`config.mk`:
```
export PLATFORM = sky130hd
export DESIGN_NAME = lampfpu_log_rndpack
export DESIGN_NICKNAME = d
export VERILOG_FILES = /design/src/rtl/lampfpu_log_rndpack_pkg.sv /design/src/rtl/lampfpu_log_rndpack_rnd.sv /design/src/rtl/lampfpu_log_rndpack.sv
export SDC_FILE = /design/constraint.sdc
export NUM_CORES = 1
export LEC_CHECK = 0
export CAP_MARGIN = 20
export CORE_MARGIN = 2
export CORE_UTILIZATION = 54
export CTS_BUF_LIST = sky130_fd_sc_hd__clkbuf_4
export DETAILED_ROUTE_END_ITERATION = 6
export PLACE_DENSITY = 0.89
export SYNTH_ARGS = -nofsm -noshare
export SYNTH_HDL_FRONTEND = slang
export SYNTH_SLANG_ARGS = --single-unit
export TNS_END_PERCENT = 30
```
`constraint.sdc`:
```
create_clock -name clk -period 3.4 [get_ports clk]
set_input_delay 0.34 -clock clk [delete_from_list [all_inputs] [get_ports clk]]
set_output_delay 0.34 -clock clk [all_outputs]
set_load 0.02 [all_outputs]
```
`src/rtl/lampfpu_log_rndpack_pkg.sv`:
```
// Shared widths, packed-entry type and bfloat16 special-value constants for the
// log-unit round/pack stage.
package lampfpu_log_rndpack_pkg;

  localparam int LAMP_FLOAT_S_DW = 1;
  localparam int LAMP_FLOAT_E_DW = 8;
  localparam int LAMP_FLOAT_F_DW = 7;
  localparam int LAMP_FLOAT_DW   = LAMP_FLOAT_S_DW + LAMP_FLOAT_E_DW + LAMP_FLOAT_F_DW;

  // Magnitude encodings; the sign is OR-ed in by the caller.
  localparam logic [LAMP_FLOAT_DW-2:0] BF16_INF_MAG  = 15'h7F80;
  localparam logic [LAMP_FLOAT_DW-2:0] BF16_ZERO_MAG = 15'h0000;
  localparam logic [LAMP_FLOAT_E_DW-1:0] EXP_ALL_ONES = 8'hFF;

  typedef struct packed {
    logic [LAMP_FLOAT_DW-1:0] res;
    logic                     ovf;
    logic                     unf;
    logic                     inx;
  } entry_t;

  function automatic logic [LAMP_FLOAT_DW-1:0] pack_bf16(
    input logic                       s,
    input logic [LAMP_FLOAT_E_DW-1:0] e,
    input logic [LAMP_FLOAT_F_DW-1:0] f
  );
    return {s, e, f};
  endfunction

endpackage

```
`src/rtl/lampfpu_log_rndpack_rnd.sv`:
```
// Combinational rounding and special-case packing of one log-unit result
// into a bfloat16 entry with IEEE flags.
module lampfpu_log_rndpack_rnd
  import lampfpu_log_rndpack_pkg::*;
(
  input  logic                       s,
  input  logic [LAMP_FLOAT_E_DW-1:0] e,
  input  logic [LAMP_FLOAT_F_DW-1:0] f,
  input  logic                       is_overflow,
  input  logic                       is_underflow,
  input  logic                       is_to_round,
  output entry_t                     entry
);

  logic [LAMP_FLOAT_F_DW:0]   f_sum_s;
  logic [LAMP_FLOAT_E_DW-1:0] e_rnd_s;
  logic [LAMP_FLOAT_F_DW-1:0] f_rnd_s;

  // Fraction increment; a carry out renormalises into the exponent.
  always_comb begin
    f_sum_s = {1'b0, f} + {{LAMP_FLOAT_F_DW{1'b0}}, is_to_round};
    if (f_sum_s[LAMP_FLOAT_F_DW]) begin
      e_rnd_s = e + 8'd1;
      f_rnd_s = 7'h00;
    end else begin
      e_rnd_s = e;
      f_rnd_s = f_sum_s[LAMP_FLOAT_F_DW-1:0];
    end
  end

  // Special cases take priority over the rounded value.
  always_comb begin
    entry = '0;
    if (is_overflow) begin
      entry.res = {s, BF16_INF_MAG};
      entry.ovf = 1'b1;
      entry.inx = 1'b1;
    end else if (is_underflow) begin
      entry.res = {s, BF16_ZERO_MAG};
      entry.unf = 1'b1;
      entry.inx = 1'b1;
    end else if (e == EXP_ALL_ONES) begin
      entry.res = pack_bf16(s, e, f);
    end else if (e_rnd_s == EXP_ALL_ONES) begin
      entry.res = {s, BF16_INF_MAG};
      entry.ovf = 1'b1;
      entry.inx = 1'b1;
    end else begin
      entry.res = pack_bf16(s, e_rnd_s, f_rnd_s);
      entry.inx = is_to_round;
    end
  end

endmodule

```
`src/rtl/lampfpu_log_rndpack.sv`:
```
// Log-unit result round/pack stage followed by a small in-order FIFO with
// sticky drop indication when a result arrives while the FIFO is full.
module lampfpu_log_rndpack
  import lampfpu_log_rndpack_pkg::*;
#(
  parameter int FIFO_DEPTH = 2
) (
  input  logic                          clk,
  input  logic                          rst,
  input  logic                          valid_i,
  input  logic [LAMP_FLOAT_S_DW-1:0]    s_i,
  input  logic [LAMP_FLOAT_E_DW-1:0]    e_i,
  input  logic [LAMP_FLOAT_F_DW-1:0]    f_i,
  input  logic                          isOverflow_i,
  input  logic                          isUnderflow_i,
  input  logic                          isToRound_i,
  output logic [15:0]                   res_o,
  output logic                          ovf_o,
  output logic                          unf_o,
  output logic                          inx_o,
  output logic                          valid_o,
  input  logic                          ready_i,
  output logic [$clog2(FIFO_DEPTH):0]   count_o,
  output logic                          drop_o
);

  localparam int AW = $clog2(FIFO_DEPTH);
  localparam int CW = AW + 1;
  localparam logic [CW-1:0] FULL_CNT = CW'(FIFO_DEPTH);

  entry_t          mem_r [FIFO_DEPTH];
  logic [AW-1:0]   wr_ptr_r;
  logic [AW-1:0]   rd_ptr_r;
  logic [CW-1:0]   count_r;
  logic            drop_r;
  entry_t          new_entry_s;
  logic            full_s;
  logic            pop_s;
  logic            push_s;
  logic            lost_s;

  lampfpu_log_rndpack_rnd u_rnd (
    .s            (s_i),
    .e            (e_i),
    .f            (f_i),
    .is_overflow  (isOverflow_i),
    .is_underflow (isUnderflow_i),
    .is_to_round  (isToRound_i),
    .entry        (new_entry_s)
  );

  // Handshake decode; an empty FIFO never pops, so there is no bypass path.
  always_comb begin
    full_s = (count_r == FULL_CNT);
    pop_s  = (count_r != {CW{1'b0}}) && ready_i;
    push_s = valid_i && (!full_s || pop_s);
    lost_s = valid_i && full_s && !pop_s;
  end

  // FIFO storage, pointers, occupancy and sticky drop flag.
  always_ff @(posedge clk) begin
    if (!rst) begin
      for (int i = 0; i < FIFO_DEPTH; i++) begin
        mem_r[i] <= '0;
      end
      wr_ptr_r <= '0;
      rd_ptr_r <= '0;
      count_r  <= '0;
      drop_r   <= 1'b0;
    end else begin
      if (push_s) begin
        mem_r[wr_ptr_r] <= new_entry_s;
        wr_ptr_r        <= wr_ptr_r + AW'(1);
      end
      if (pop_s) begin
        rd_ptr_r <= rd_ptr_r + AW'(1);
      end
      case ({push_s, pop_s})
        2'b10:   count_r <= count_r + CW'(1);
        2'b01:   count_r <= count_r - CW'(1);
        default: count_r <= count_r;
      endcase
      if (lost_s) begin
        drop_r <= 1'b1;
      end
    end
  end

  // Head is read straight from registered storage, so it stays stable while stalled.
  assign res_o   = mem_r[rd_ptr_r].res;
  assign ovf_o   = mem_r[rd_ptr_r].ovf;
  assign unf_o   = mem_r[rd_ptr_r].unf;
  assign inx_o   = mem_r[rd_ptr_r].inx;
  assign valid_o = (count_r != {CW{1'b0}});
  assign count_o = count_r;
  assign drop_o  = drop_r;

endmodule

```
* Word level (Yosys, flattened, before mapping)
Memories as Yosys holds them, arrays and structs flattened. A register that Yosys moved wholly into a read port is not among the register bits. Index checks and enable logic that the tools add are counted.
Operators by class: muxes and demuxes 25, equality and inequality tests 5, $add $sub $neg 6, reduce and logical (&&, ||, !) cells 10
Operators by type and width (count):
- $mux W15 | 3
- $mux W19 | 1
- $reduce_or A19 Y1 | 1
- $mux W1 | 17
- $eq A8 B8 Y1 const B | 2
- $mux W16 | 1
- $add A7 B1 Y8 | 1
- $add A8 B1 Y8 const B | 1
- $mux W8 | 1
- $mux W7 | 1
- $eq A2 B2 Y1 const B | 2
- $logic_and A1 B1 Y1 | 4
- $pmux W2 S2 | 1
- $reduce_bool A2 Y1 | 2
- $add A1 B1 Y1 const B | 2
- $add A2 B1 Y2 const B | 1
- $eq A2 B1 Y1 const B | 1
- $logic_not A1 Y1 | 2
- $sub A2 B1 Y2 const B | 1
- $logic_or A1 B1 Y1 | 1
Word-level totals: bits in registers 5, memories kept 1, input port bits 23, output and inout port bits 23, logic and storage cells 51, RAM bits 38
Memory list:
- mem_r | words 2, width 19, rd ports 1, clocked after Yosys merged registers in 1, wr ports 2, RTL line lampfpu_log_rndpack.sv:31 | entry_t mem_r [FIFO_DEPTH];

* Longest topological paths before layout
Gate-level depths: netlist of the first run.
depth after elaboration 9, mapped depth 8, mapped depth without buffers 7

* By module
From an unflattened synthesis of the first run, not the netlist that was laid out.
Second synthesis, totals: cells, all modules 233, area, all modules 2565.0 µm²
By module, submodules not included:
- lampfpu_log_rndpack | cells an instance 130, seq. area each 1261.2 µm², instances 1, area each 1909.3 µm²
- lampfpu_log_rndpack_rnd | cells an instance 103, seq. area each 0.0 µm², instances 1, area each 655.6 µm²

* Worst setup path after synthesis of the first run
OpenSTA, ideal clock, no wires.
path type register to register, start register count_r[0], in the netlist count_o[0], end memory mem_r[0][0] in the netlist's numbering, enable pin, cell stages (with the launch flop) 4, required time 2.979 ns, arrival time 2.276 ns, library setup time 0.421 ns, setup slack 0.702 ns, clock period less this slack 2.698 ns, cells stage by stage dfxtp_1 -> nand2b_1 -> o21ai_0 -> o21ai_0
RTL lines:
- start, declared | RTL line lampfpu_log_rndpack.sv:34 | logic [CW-1:0] count_r;
- start signal, assigned | RTL line lampfpu_log_rndpack.sv:79 | 2'b10: count_r <= count_r + CW'(1);
- start signal, assigned | RTL line lampfpu_log_rndpack.sv:80 | 2'b01: count_r <= count_r - CW'(1);
- start signal, assigned | RTL line lampfpu_log_rndpack.sv:81 | default: count_r <= count_r;
- end, declared | RTL line lampfpu_log_rndpack.sv:31

==> flow_summary.yaml, run 1 <==
cts:
  root_buffer: "clkbuf_4"
  path_clk_slew_ns: 0.12
  cts_tree: "built"
  cts_setup_buffers: 0
  holdBufCountCts: 0
  cts_resized: 0
  htreeDepth: 2
  clockBufferDepth: 2
  clock-sinks: 44
  clk_latency_ns: 0.35
  cts_buffers: 5
floorplan:
  die_w_um: 72.9
  dieArea_um2: 5310
  num_rows: 25
  io_pins: 46
  core_um2: 4660
  initial_utilization_pct: 55.0
  die_h_um: 72.9
timing:
  finClkSkew_ns: 0.00797
  final.setup.tns_ns: 0
  fmax_ghz: 0.388
  fin_crit_sh_pct: 75.8
  worst_slew_pin_slew_ns: 0.873
  setup_viol: 0
  slew_viol_final: 0
  timing.slew.headroom_pct: 41.7
  rsz0062_at_grt: "false"
  finalHoldViolations: 0
  min_period_ns: 2.58
  whs_ns: 0.486
routing:
  wire_per_inst_um: 16.9
  antenna_left: 0
  vias_per_cell: 6.19
  firstDrtPassIters: 5
  wirelength_um: 5920
  drt_iter0_markers: 201
  vias: 2174
  drc_errors: 0
setup_path:
  critPathSlowestCell: "dfxtp_1"
  cp_cell_sequence: "mux2_2 > clkdlybuf4s50_1"
  cp_max_fo: 19
  critPathKind: "flip-flop to primary output"
  worst_path_largest_cell_delay_ns: 0.91
  end_kind: "primary output"
  critPathArrivalTime_ns: 2.24
  required_ns: 3.06
  critPathLaunchType: "flip-flop"
worst_hold_path:
  hold_path.class: "flip-flop to flip-flop"
synthesis:
  ys_ff_latch: 44
  synth_top_area_share_pct: 44.5
  syn_inst: 251
  post-synth-top-area-cell: "edfxtp_1"
  synth_area_leaders: "edfxtp_1 45%, mux2_2 8.3%, nand3_1 5.1%, dfxtp_1 4.7%, nor2_1 4.4%"
  async_flop_share_pct: 0
  syn-num-nets: 277
  synth_seq_area_share_pct: 49.2
  synth-main-ff-cell: "edfxtp_1"
  synth-edff-count: 38
  synth_area_per_cell_um2: 10.2
  yosysWarnings: 0
  synth_cell_types: 48
  syn-cell-area_um2: 2560
job:
  maxCapViolations: 0
grt:
  grt-ovfl-total: 0
  grt_pass1_vias: 2029
  grt_pass1_wl_um: 9560
  grt.total_usage_pct: 23.5
  antenna_found_initial: 0
  grt_max_degree: 22
finish:
  layout-drive-gt1-share_pct: 11.8
  fin_nets: 322
  syn_to_final_growth_pct: 22.6
  diodes: 0
placement:
  portBuffers: 45
  dpl.hpwl_um: 4340
  gp_congestion: 0.930
outcome:
  status: "completed"
power:
  peakVddDrop_v: 0.000172
  p_leak_nw: 1.12
  p_per_area_nw_per_um2: 393
worst max-delay path, delay by kind of cell (launching register included):
| family | cells | cell delay, ns |
|---|---|---|
| flops | 1 | 0.91 |
| mux | 1 | 0.43 |
| buf+inv | 1 | 0.54 |
synthesized netlist by cell type, types with 3 or more instances:
cell and number:
o2111ai_1 3, a21oi_1 16, mux2_2 19, nor2_1 30, inv_1 8, clkbuf_1 9
nand4_1 3, nand2b_1 3, nand2_1 13, edfxtp_1 38, o21ai_0 9, o31ai_1 7
a21o_1 3, or4_1 3, dfxtp_1 6, and3_1 3, nand3_1 26, and2_1 4
xnor2_1 7, ha_1 3, nor3_1 4, o21ai_1 4
area by class of cell:
| class | instances | area [µm²] |
|---|---|---|
| Multi-Input combinational cell | 187 | 1220 |
| Timing Repair Buffer | 50 | 488 |
| Tap cell | 54 | 67.6 |
| Clock buffer | 5 | 37.5 |
| Fill cell | 354 | 1520 |
| Inverter | 8 | 30.0 |
| Sequential cell | 44 | 1260 |
| Clock inverter | 3 | 37.5 |
state kept, by name, indices dropped and copies added, names as in the netlist, named ones only:
register / count
mem_r: 38
count_o: 2
drop_o: 1
rd_ptr_r: 1
wr_ptr_r: 1
report_power, final:
group	switching (mW)	internal, mW	total, mW	leakage, nW
clock network	0.162	0.150	0.313	0.0403
registers	0.0213	0.627	0.648	0.453
logic	0.142	0.131	0.274	0.627
per-layer routing:
layer  track usage [%]  vias to the layer above  wire length (µm)
li1                  -                     1036                 -
met1              30.6                     1021              2360
met2              39.9                      107              3030
met3              4.42                       10               417
met4              7.41                        0               100
met5                 0                        -                 0
path summary, 6_finish.rpt:
check | cells past startpoint | from | slack, ns | to
max | 2 | flip-flop | 0.82 | ovf_o
min | 1 | drop_o | 0.49 | drop_o
max reg2reg | 7 | count_o[0] | 1.30 | mem_r[1][3]
min reg2reg | 1 | drop_o | 0.49 | drop_o
layout by cell type, fill, tap and decap left out, types with 4 or more instances in the layout:
cell type / instances
a21oi_1: 16
and2_1: 4
buf_4: 5
clkbuf_4: 5
clkdlybuf4s50_1: 45
dfxtp_1: 6
edfxtp_1: 38
inv_1: 8
mux2_2: 19
nand2_1: 13
nand3_1: 26
nor2_1: 30
nor3_1: 4
o21ai_0: 8
o21ai_1: 5
o31ai_1: 7
xnor2_1: 7
cells by family (layout without fill, tap and decap cells):
family	Yosys count	after routing	synth area share, %
AOI/OAI and AO/OA	55	55	14.1
xor gates and xnor gates	7	7	2.39
adders and majority gates	3	3	1.46
buffers and inverters	20	66	3.12
DFF	44	44	49.2
muxes	20	20	8.74
and+or+nand+nor	102	102	21.0
per-stage QoR:
stage               instance area [µm²]  utilization, %  power, mW  setup slack [ns]  instances
floorplan                          2560               -      0.805             0.702        251
global placement                   3070            65.9      0.922             0.630        343
detailed placement                 3070            65.9      0.933             0.552        343
CTS                                3140            67.5       1.24             0.814        351
global route                       3140            67.5       1.28             0.659        351
finish                             3140            67.5       1.23             0.824        351
Power figures use the tool's default switching activity.
==> run 2, diff against run 1 <==
clock period = 2.6 ns   (was 3.4 ns; I/O delays follow)
==> run 2 against run 1 <==
Against the previous run:
- utilization grew 1.7 points
- die area unchanged
- cell area up 2.5%
==> flow_summary.yaml, run 2 (synthesized netlist as in run 1, its figures left out) <==
finish:
  num-fill-cells: 344
  top_register: "mem_r"
  fin_nets: 332
  largest_reg_flops: 38
  fin_util_pct: 69.2
  fin_area_um2: 3220
  layout-drive-gt1-share_pct: 15.3
  diodes: 0
  final_common_cell: "clkdlybuf4s50_1"
  syn_to_final_growth_pct: 25.8
  final_cell_mix: "45 x clkdlybuf4s50_1, 38 x edfxtp_1, 30 x nor2_1"
  stdcell_count: 361
setup_path:
  critPathKind: "flip-flop to primary output"
  end_kind: "primary output"
  required_ns: 2.34
  critPathLaunchType: "flip-flop"
  cp_max_fo: 19
  critPathArrivalTime_ns: 1.91
floorplan:
  dieArea_um2: 5310
  io_pins: 46
  initial_utilization_pct: 55.0
  die_h_um: 72.9
  core_um2: 4660
  die_w_um: 72.9
  num_rows: 25
timing:
  whs_ns: 0.492
  rsz0062_at_grt: "false"
  fin_crit_sh_pct: 83.3
  worst_slack_ns: 0.434
  min_period_ns: 2.17
  fmax_ghz: 0.462
  worst_slew_pin_slew_ns: 0.505
  finalHoldViolations: 0
  slew_viol_final: 0
  timing.slew.headroom_pct: 66.0
  final.setup.tns_ns: 0
  finClkSkew_ns: 0.00505
  setup_viol: 0
placement:
  portBuffers: 45
  dpl.hpwl_um: 4220
  gp_congestion: 0.922
  pre_cts_ws_ns: 0.137
  place_inst: 353
  place_area_um2: 3140
routing:
  drc_errors: 0
  wirelength_um: 5590
  vias: 2157
  drt_iter0_markers: 138
  vias_per_cell: 5.98
  antenna_left: 0
  wire_per_inst_um: 15.5
  firstDrtPassIters: 5
grt:
  grt-ovfl-total: 0
  grt.total_usage_pct: 22.0
  grt_max_degree: 20
  antenna_found_initial: 0
  grt_pass1_vias: 2011
  grt_pass1_wl_um: 9000
power:
  switchingPower_mw: 0.423
  p_per_area_nw_per_um2: 506
  power_frac_seq_pct: 51.2
  p_leak_nw: 1.17
  p_comb_share_pct: 22.8
  peakVddDrop_v: 0.000256
  power.internal_mw: 1.21
  power.total_mw: 1.63
  p_clk_share_pct: 26.0
  switching_share_pct: 25.9
outcome:
  status: "completed"
job:
  maxCapViolations: 0
cts:
  holdBufCountCts: 0
  cts_setup_buffers: 0
  clockBufferDepth: 2
  clk_latency_ns: 0.36
  path_clk_slew_ns: 0.12
  root_buffer: "clkbuf_4"
  clock-sinks: 44
  htreeDepth: 2
  cts_resized: 0
  cts_buffers: 5
  cts_tree: "built"
worst_hold_path:
  hold_path.class: "flip-flop to flip-flop"
## run 2: cell types whose count changed in the layout (fill, tap and decap cells not counted), sizes merged
cell / delta
buf: +10
clkinv: -1
clkbuf: +1
## run 2: power groups by stage
stage | Sequential (mW) | Combinational (mW) | Clock [mW]
after CTS | 0.837 | 0.373 | 0.425
after global placement | 0.849 | 0.364 | 0
after floorplan | 0.850 | 0.203 | 0
final | 0.836 | 0.371 | 0.424
after global routing | 0.841 | 0.398 | 0.453
after detailed placement | 0.853 | 0.372 | 0
## run 2: critical path, stage by stage, from the launching register on
cell and delay (ns):
dfxtp_1 0.34, buf_4 0.26, mux2_2 0.38, clkdlybuf4s50_1 0.56
## run 2: final timing paths
kind	start	endpoint	slack, ns	depth (start not counted)
worst min register to register	drop_o	drop_o	0.49	1
worst max-delay path	flip-flop	res_o[10]	0.43	3
worst min-delay path	drop_o	drop_o	0.49	1
worst max register to register	count_o[0]	mem_r[0][4]	0.83	5
## run 2: final cells by class
class	count	area, µm²	area share [%]
Timing Repair Buffer	60	563	17.5
Inverter	8	30.0	0.931
Sequential cell	44	1260	39.1
Tap cell	54	67.6	2.10
Multi-Input combinational cell	187	1220	37.9
Clock buffer	6	45.0	1.40
Clock inverter	2	35.0	1.09
## run 2: metal layers
metal / share of wire, % / up-vias / wire length (µm) / GRT usage [%]
met2: 52 / 70 / 2900 / 38.6
met4: 1.8 / 0 / 100 / 8.44
met1: 41 / 1022 / 2310 / 26.9
li1: - / 1057 / - / -
met5: 0 / - / 0 / 0
met3: 5.1 / 8 / 285 / 3.87
==> run 3, diff against run 2 <==
clock period = 2.1 ns   (was 2.6 ns; I/O delays follow)
==> run 3 against run 2 <==
Against the previous run:
- largest power group unchanged
- die area is the same
- clock power grew 23%
- routed wire length grew 14%
- worst hold slack lost 0.0093 ns
- register-to-register slack lost 0.56 ns
- first-iteration DRC count grew 78%
- power grew 26%
- combinational power grew 36%
- clock-buffer cell count shrank 1
- final cell count grew 6.4%
- global-route usage grew 2.9 points
- sequential cell count is the same
==> flow_summary.yaml, run 3 (synthesized netlist as in run 1, its figures left out) <==
power:
  p_per_area_nw_per_um2: 600
  power_frac_seq_pct: 50.3
  peakVddDrop_v: 0.000316
  switchingPower_mw: 0.548
  switching_share_pct: 26.6
  power.total_mw: 2.06
  power.internal_mw: 1.51
  p_leak_nw: 1.29
  p_comb_share_pct: 24.4
  p_clk_share_pct: 25.3
setup_path:
  rr_endpoint: "mem_r[0][4]"
  critPathKind: "primary input to flip-flop"
  cp-startpoint: "f_i[0]"
  rrSetupSlack_ns: 0.27
  critPathLaunchType: "primary input"
  end_kind: "flip-flop"
  cp_max_fo: 8
  rr_startpoint: "count_o[0]"
  critPathArrivalTime_ns: 2.11
  worstRegToRegCells: 6
  required_ns: 2.18
cts:
  htreeDepth: 2
  path_clk_slew_ns: 0.13
  holdBufCountCts: 0
  clock-sinks: 44
  clk_latency_ns: 0.34
  cts_buffers: 5
  clockBufferDepth: 2
  cts_tree: "built"
  root_buffer: "clkbuf_4"
floorplan:
  initial_utilization_pct: 55.0
  dieArea_um2: 5310
  io_pins: 46
  die_h_um: 72.9
  core_um2: 4660
  num_rows: 25
  die_w_um: 72.9
placement:
  pre_cts_ws_ns: -0.339
  place_inst: 376
  gp_congestion: 0.935
  portBuffers: 45
  place_area_um2: 3330
  dpl.hpwl_um: 4570
job:
  maxCapViolations: 0
grt:
  grt_max_degree: 20
  grt_pass1_vias: 2169
  grt-ovfl-total: 0
  grt.total_usage_pct: 24.9
  met3_usage_pct: 3.45
  grt_util_met2_pct: 41.9
  grt_pass1_wl_um: 10200
  antenna_found_initial: 0
  grt_util_met1_pct: 33.5
  grt_most_used_layer: "met2"
routing:
  drt_iter0_markers: 245
  drc_errors: 0
  vias_per_cell: 5.92
  vias: 2274
  antenna_left: 0
  wire_per_inst_um: 16.5
  firstDrtPassIters: 5
  wirelength_um: 6340
worst_hold_path:
  hold_end: "drop_o"
  worstHoldStart: "drop_o"
  hold_path_depth: 1
  hold_path.class: "flip-flop to flip-flop"
timing:
  slew_viol_final: 0
  worst_slew_pin_slew_ns: 0.624
  min_period_ns: 2.04
  finalHoldViolations: 0
  setup_viol: 0
  timing.slew.headroom_pct: 58.3
  fin_crit_sh_pct: 97.0
  finClkSkew_ns: 0.00599
  final.setup.tns_ns: 0
  whs_ns: 0.483
  worst_slack_ns: 0.0621
  fmax_ghz: 0.491
finish:
  multi_input_area_um2: 1250
  syn_to_final_growth_pct: 34.1
  num-fill-cells: 319
  fin_area_um2: 3440
  fin_nets: 355
  top_register: "mem_r"
  final_cell_mix: "45 x clkdlybuf4s50_1, 38 x edfxtp_1, 36 x buf_4"
  seqCellArea_um2: 1260
  stdcell_count: 384
  largest_reg_flops: 38
  layout-drive-gt1-share_pct: 22.4
  diodes: 0
  final_common_cell: "clkdlybuf4s50_1"
  fin_util_pct: 73.7
outcome:
  status: "completed"
[run 3: cell count changes in the layout (fill, tap and decap cells not counted), sizes merged]
cell	before	now
buf	15	38
clkinvlp	0	1
clkbuf	6	5
[run 3: worst max-delay path by stage]
stage               slack, ns          end
floorplan                0.07  mem_r[1][0]
detailed placement      -0.34  mem_r[0][7]
global route           -0.007  mem_r[0][7]
CTS                     0.004     res_o[8]
finish                   0.06  mem_r[0][7]
global placement        -0.22  mem_r[1][3]
[run 3: power groups by stage]
stage | combinational, mW | sequential [mW] | clock, mW
after floorplan | 0.252 | 1.05 | 0
final | 0.503 | 1.04 | 0.521
after detailed placement | 0.492 | 1.06 | 0
after global placement | 0.482 | 1.05 | 0
after global routing | 0.537 | 1.04 | 0.560
after CTS | 0.497 | 1.04 | 0.525
[run 3: final cells by class]
class	instances	share of cell area, %
Clock buffer	5	1.09
Clock inverter	3	1.24
Inverter	8	0.874
Multi-Input combinational cell	187	36.3
Sequential cell	44	36.7
Tap cell	54	1.97
Timing Repair Buffer	83	21.9
[run 3: repair_timing]
action	CTS	global route
setup buffers	0	0
gates resized for setup	0	5
endpoints found under the setup margin	0	64
[run 3: worst max-delay path, cell delays in order]
cell and delay [ns]:
clkdlybuf4s50_1 0.44, ha_1 0.27, buf_4 0.16, and4_1 0.20
nand3_1 0.22, nand2_1 0.13, a21oi_2 0.31, o21ai_0 0.18
[run 3: per-layer routing]
| layer | vias up | wire length, µm |
|---|---|---|
| li1 | 1100 | - |
| met1 | 1066 | 2670 |
| met2 | 92 | 3210 |
| met3 | 16 | 351 |
| met4 | 0 | 109 |
| met5 | - | 0 |
